`src/rtl/mdu_seq.sv`:
```
// RV32M/RV64M multiply-divide unit: single-cycle multiply, radix-2 restoring divide.
// Optional build macro MDU_DIV_BYPASS_EN: divide-by-zero and signed overflow finish in one cycle.
module mdu_seq #(
  parameter int XLEN = 32
) (
  input  logic            clk_i,
  input  logic            rst_i,
  input  logic            start_i,
  input  logic [2:0]      funct3_i,
  input  logic [XLEN-1:0] a_i,
  input  logic [XLEN-1:0] b_i,
  output logic            ready_o,
  output logic            done_o,
  output logic [XLEN-1:0] result_o
);

  localparam int CNT_W = $clog2(XLEN) + 1;
  localparam logic [CNT_W-1:0] CNT_INIT = CNT_W'(XLEN);
  localparam logic [CNT_W-1:0] CNT_ONE  = CNT_W'(1);
  localparam logic [XLEN-1:0]  MIN_VAL  = {1'b1, {(XLEN-1){1'b0}}};

  typedef enum logic [1:0] {
    IDLE,
    DIV,
    FIX
  } state_e;

  state_e            state_q;
  logic              done_q;
  logic [XLEN-1:0]   result_q;
  logic [CNT_W-1:0]  cnt_q;
  logic              isRem_q;
  logic              negQ_q;
  logic              negR_q;
  logic              bZero_q;
  logic [XLEN-1:0]   aOrig_q;
  logic [XLEN-1:0]   divisor_q;
  logic [XLEN-1:0]   quo_q;
  logic [XLEN-1:0]   rem_q;

  logic              divSigned;
  logic              negA;
  logic              negB;
  logic              bZero;
  logic [XLEN-1:0]   absA;
  logic [XLEN-1:0]   absB;
  logic [2*XLEN-1:0] aExt;
  logic [2*XLEN-1:0] bExt;
  logic [2*XLEN-1:0] product;
  logic [XLEN-1:0]   mulRes_d;
  logic [XLEN:0]     remShift;
  logic [XLEN:0]     trial;
  logic [XLEN-1:0]   divRem_d;
  logic [XLEN-1:0]   divQuo_d;
  logic [XLEN-1:0]   quoFinal;
  logic [XLEN-1:0]   remFinal;
  logic [XLEN-1:0]   fixRes_d;

  // Operand conditioning, product slice selection and one restoring step
  always_comb begin
    divSigned = ~funct3_i[0];
    negA      = divSigned & a_i[XLEN-1];
    negB      = divSigned & b_i[XLEN-1];
    absA      = negA ? -a_i : a_i;
    absB      = negB ? -b_i : b_i;
    bZero     = (b_i == '0);

    aExt    = {{XLEN{(funct3_i[1:0] == 2'b01 || funct3_i[1:0] == 2'b10) & a_i[XLEN-1]}}, a_i};
    bExt    = {{XLEN{(funct3_i[1:0] == 2'b01) & b_i[XLEN-1]}}, b_i};
    product = aExt * bExt;
    mulRes_d = (funct3_i[1:0] == 2'b00) ? product[XLEN-1:0] : product[2*XLEN-1:XLEN];

    remShift = {rem_q, quo_q[XLEN-1]};
    trial    = remShift - {1'b0, divisor_q};
    divRem_d = trial[XLEN] ? remShift[XLEN-1:0] : trial[XLEN-1:0];
    divQuo_d = {quo_q[XLEN-2:0], ~trial[XLEN]};

    // Divide by zero must not see the sign fix: quotient all ones, remainder is the raw dividend
    quoFinal = negQ_q ? -quo_q : quo_q;
    remFinal = negR_q ? -rem_q : rem_q;
    if (bZero_q) begin
      quoFinal = '1;
      remFinal = aOrig_q;
    end
    fixRes_d = isRem_q ? remFinal : quoFinal;
  end

`ifdef MDU_DIV_BYPASS_EN
  logic            divOvf;
  logic [XLEN-1:0] specialRes_d;

  always_comb begin
    divOvf       = divSigned & (a_i == MIN_VAL) & (b_i == '1);
    specialRes_d = funct3_i[1] ? (bZero ? a_i : '0) : (bZero ? '1 : MIN_VAL);
  end
`endif

  // Control FSM; result and done are registered here
  always_ff @(posedge clk_i or posedge rst_i) begin
    if (rst_i) begin
      state_q   <= IDLE;
      done_q    <= 1'b0;
      result_q  <= '0;
      cnt_q     <= '0;
      isRem_q   <= 1'b0;
      negQ_q    <= 1'b0;
      negR_q    <= 1'b0;
      bZero_q   <= 1'b0;
      aOrig_q   <= '0;
      divisor_q <= '0;
      quo_q     <= '0;
      rem_q     <= '0;
    end else begin
      done_q <= 1'b0;
      case (state_q)
        IDLE: begin
          if (start_i) begin
            if (!funct3_i[2]) begin
              result_q <= mulRes_d;
              done_q   <= 1'b1;
            end
`ifdef MDU_DIV_BYPASS_EN
            else if (bZero || divOvf) begin
              result_q <= specialRes_d;
              done_q   <= 1'b1;
            end
`endif
            else begin
              isRem_q   <= funct3_i[1];
              negQ_q    <= negA ^ negB;
              negR_q    <= negA;
              bZero_q   <= bZero;
              aOrig_q   <= a_i;
              divisor_q <= absB;
              quo_q     <= absA;
              rem_q     <= '0;
              cnt_q     <= CNT_INIT;
              state_q   <= DIV;
            end
          end
        end
        DIV: begin
          rem_q <= divRem_d;
          quo_q <= divQuo_d;
          cnt_q <= cnt_q - CNT_ONE;
          if (cnt_q == CNT_ONE) begin
            state_q <= FIX;
          end
        end
        FIX: begin
          result_q <= fixRes_d;
          done_q   <= 1'b1;
          state_q  <= IDLE;
        end
        default: state_q <= IDLE;
      endcase
    end
  end

  assign ready_o  = (state_q == IDLE);
  assign done_o   = done_q;
  assign result_o = result_q;

endmodule

```
`config.mk`:
```
export PLATFORM = sky130hd
export DESIGN_NAME = mdu_seq
export DESIGN_NICKNAME = d
export VERILOG_FILES = /design/src/rtl/mdu_seq.sv
export SDC_FILE = /design/constraint.sdc
export NUM_CORES = 2
export LEC_CHECK = 0
export ABC_CLOCK_PERIOD_IN_PS = 7400
export CAP_MARGIN = 20
export CORE_ASPECT_RATIO = 1.1
export CORE_MARGIN = 10
export CORE_UTILIZATION = 43
export DETAILED_ROUTE_END_ITERATION = 10
export PLACE_DENSITY_LB_ADDON = 0.12
export SKIP_CTS_REPAIR_TIMING = 1
export SYNTH_ARGS = -nofsm -noshare
export SYNTH_HDL_FRONTEND = slang
export SYNTH_SLANG_ARGS = --single-unit
```
`constraint.sdc`:
```
create_clock -name clk_i -period 7.4 [get_ports clk_i]
set_input_delay 0.74 -clock clk_i [delete_from_list [all_inputs] [get_ports clk_i]]
set_output_delay 0.74 -clock clk_i [all_outputs]
set_load 0.05 [all_outputs]
```
==> impl_results.md <==
* Status: complete, but fails checks
* Failing checks: setup timing
* Pins over their slew limit at 0
* Placed cells at 7643
* Most used DFF post-synth: dfrtp_1
* Max Clock Skew at 0.0189 ns
* Die W at 346 um
* Clk buf depth at 2
* CP dominant cell by count: fa_1
* 1st-iter DRT viols at 2807
* Initial Util at 43.4%
* Post-Syn Instances at 5786
* Pin count of the biggest net entering global routing at 98
* RSZ-0062 raised after global routing: true
* Cell variety after synth at 80
* Hold WC Path Type: flip-flop to flip-flop
* Seq/Total Area, Yosys at 8.60%
* Critical Path Start Type: input pin
* Peak fanout along the critical path at 6
* Final count of hold timing violations at 0
* Worst skew pair latency at 0.46 ns
* Nets@finish at 7638
* FF+latch count, synth at 173
* Via count at 40537
* Initial antenna violation count at 15
* # clock sinks at 173
* Io pins at 104
* H-tree Lvls at 4
* Number of synthesized flops with an enable pin at 0
* FILL cells at 11133
* CTS tree: yes
* GR Overflow Total at 0
* DR pass1 iterations at 5
* Crit share post-route at 110%
* Drc violations at 0
* PortBufs at 103
* First-pass GRT wire length at 261000 um
* Synth warn at 0
* Required @ worst endpoint at 7.79 ns
* Fraction of layout cells with a size suffix above 1 at 15.7%
* Die Area at 131000 um2
* Remaining antenna violation count at 0
* Relative slew slack at 25.0%
* Die Ht at 379 um
* Synth Area per Inst at 8.70 um2
* Asr flop ratio synth at 100%
* Cell Count, Final, Fillers Out at 7735
* Final GP Congestion at 0.910
* Vias in the first global route at 43002
* Post-Route WL at 169000 um
* Num CTS Buffers at 17
* Synth Cell Area at 50300 um2
* CP max stage delay at 0.60 ns
* Rows at 131
* WS Path Type: input pin to flip-flop
* Setup WS post-layout at -0.713 ns
* Via density at 5.24
* Actual slew at the worst max-slew pin at 1.12 ns
* Fmax at 123 MHz
* Critical Path End Type: flip-flop
* HPWL Detailed at 140000 um
* Core area at 116000 um2
* # setup viols final at 31
* Slowest cell on the critical path: fa_2
* Min Tclk post-route at 8.11 ns
* WL/cell at 21.8 um
* CTS clk-pin slew, worst paths at 0.08 ns
* P&R area growth vs syn at 18.0%
* Clock root buffer: clkbuf_16
* Post-synth net total at 7234
* Total GRT Usage at 25.8%
* CP arrival at 8.50 ns
* Max-Cap Viols at 0
==> metal layers <==
| metal | vias to the layer above | share of wire [%] | track usage (%) |
|---|---|---|---|
| li1 | 18164 | - | - |
| met1 | 20912 | 43 | 34.8 |
| met2 | 1199 | 47 | 42.9 |
| met3 | 260 | 6.3 | 3.38 |
| met4 | 2 | 4.1 | 8.57 |
| met5 | - | 0.0077 | 0 |
==> worst max-delay path: cells and delay by family <==
| family | cells | cell delay (ns) |
|---|---|---|
| compound gates | 4 | 0.63 |
| fa+ha+maj | 10 | 4.70 |
| buf+inv | 11 | 0.96 |
| simple gates | 7 | 1.40 |
==> synthesized netlist by cell type, drive strengths merged (20+ instances only) <==
cell type	instances	area, um2
nor2	134	503
xor2	104	911
a21oi	135	676
dfrtp	173	4330
a22oi	37	278
nand2b	20	125
fa	1126	22500
xnor2	116	1020
inv	1256	4710
nand3	49	245
mux2i	40	400
ha	252	3150
and3	29	181
o31ai	35	263
nand2	1045	3920
buf	54	226
a21o	43	323
clkbuf	299	1120
and2	276	1730
nor3	36	180
o21ai	224	1120
==> final cells by class <==
type,instances,area (um2),area share [%]
multi-input cells,4004,41200,69.4
clock inverters,15,196,0.331
repair buffers,738,6570,11.1
diodes,3,7.51,0.0126
flip-flops and latches,173,4330,7.29
well taps,1529,1910,3.22
inverters,1256,4750,7.99
clock buffers,17,425,0.716
==> per-stage QoR <==
stage	setup TNS [ns]	worst slack, ns	hold WS [ns]	area (um2)	util (%)
finish	-15.31	-0.713	0.483	59400	51.2
global route	-23.39	-1.00	0.492	59400	51.2
CTS	-31.08	-1.22	0.480	57800	49.8
detailed placement	-45.45	-1.69	0.463	57200	49.3
global placement	-43.99	-1.60	0.458	57200	49.3
floorplan	-7.57	-0.845	0.440	51000	-
==> state kept, by name, summed over array words and instances (netlist names), 2 cells and up <==
| register | count |
|---|---|
| result_o | 32 |
| quo_q | 32 |
| state_q | 2 |
| divisor_q | 32 |
| aOrig_q | 32 |
| cnt_q | 6 |
| rem_q | 32 |
==> path summary, 6_finish.rpt <==
check                           slack [ns]      endpoint  cells past startpoint         from
max in group asynchronous             5.41       isRem_q                      3        rst_i
worst max-delay path                 -0.71  result_o[22]                     32  funct3_i[0]
min in group asynchronous             0.64  divisor_q[8]                      2        rst_i
worst min register to register        0.48    aOrig_q[2]                      2   aOrig_q[2]
worst max register to register        2.55      rem_q[0]                     16    quo_q[31]
worst min-delay path                  0.48    aOrig_q[2]                      2   aOrig_q[2]
==> cell families (layout without fill, tap and decap cells) <==
logic type | count (synthesis) | in the layout | share of synthesized area, %
AOI/OAI and AO/OA | 669 | 669 | 8.47
xor gates and xnor gates | 220 | 220 | 3.83
adders and majority gates | 1378 | 1378 | 51.1
buffers and inverters | 1609 | 2026 | 12.0
DFF | 173 | 173 | 8.60
muxes | 41 | 41 | 0.818
other | 0 | 3 | 0
and+or+nand+nor | 1696 | 1696 | 15.2
==> layout by cell type (no fill, tap or decap), types with 109 or more instances in the layout <==
cell type	instances
a21oi_1	110
nand2_1	1025
and2_1	271
xnor2_1	109
dfrtp_1	172
fa_1	1105
buf_4	552
nor2_1	127
inv_1	1221
ha_1	223
o21ai_0	195
Power is not shown: default switching activity piles up to over one toggle a cycle in this logic, so the estimate is an artifact.
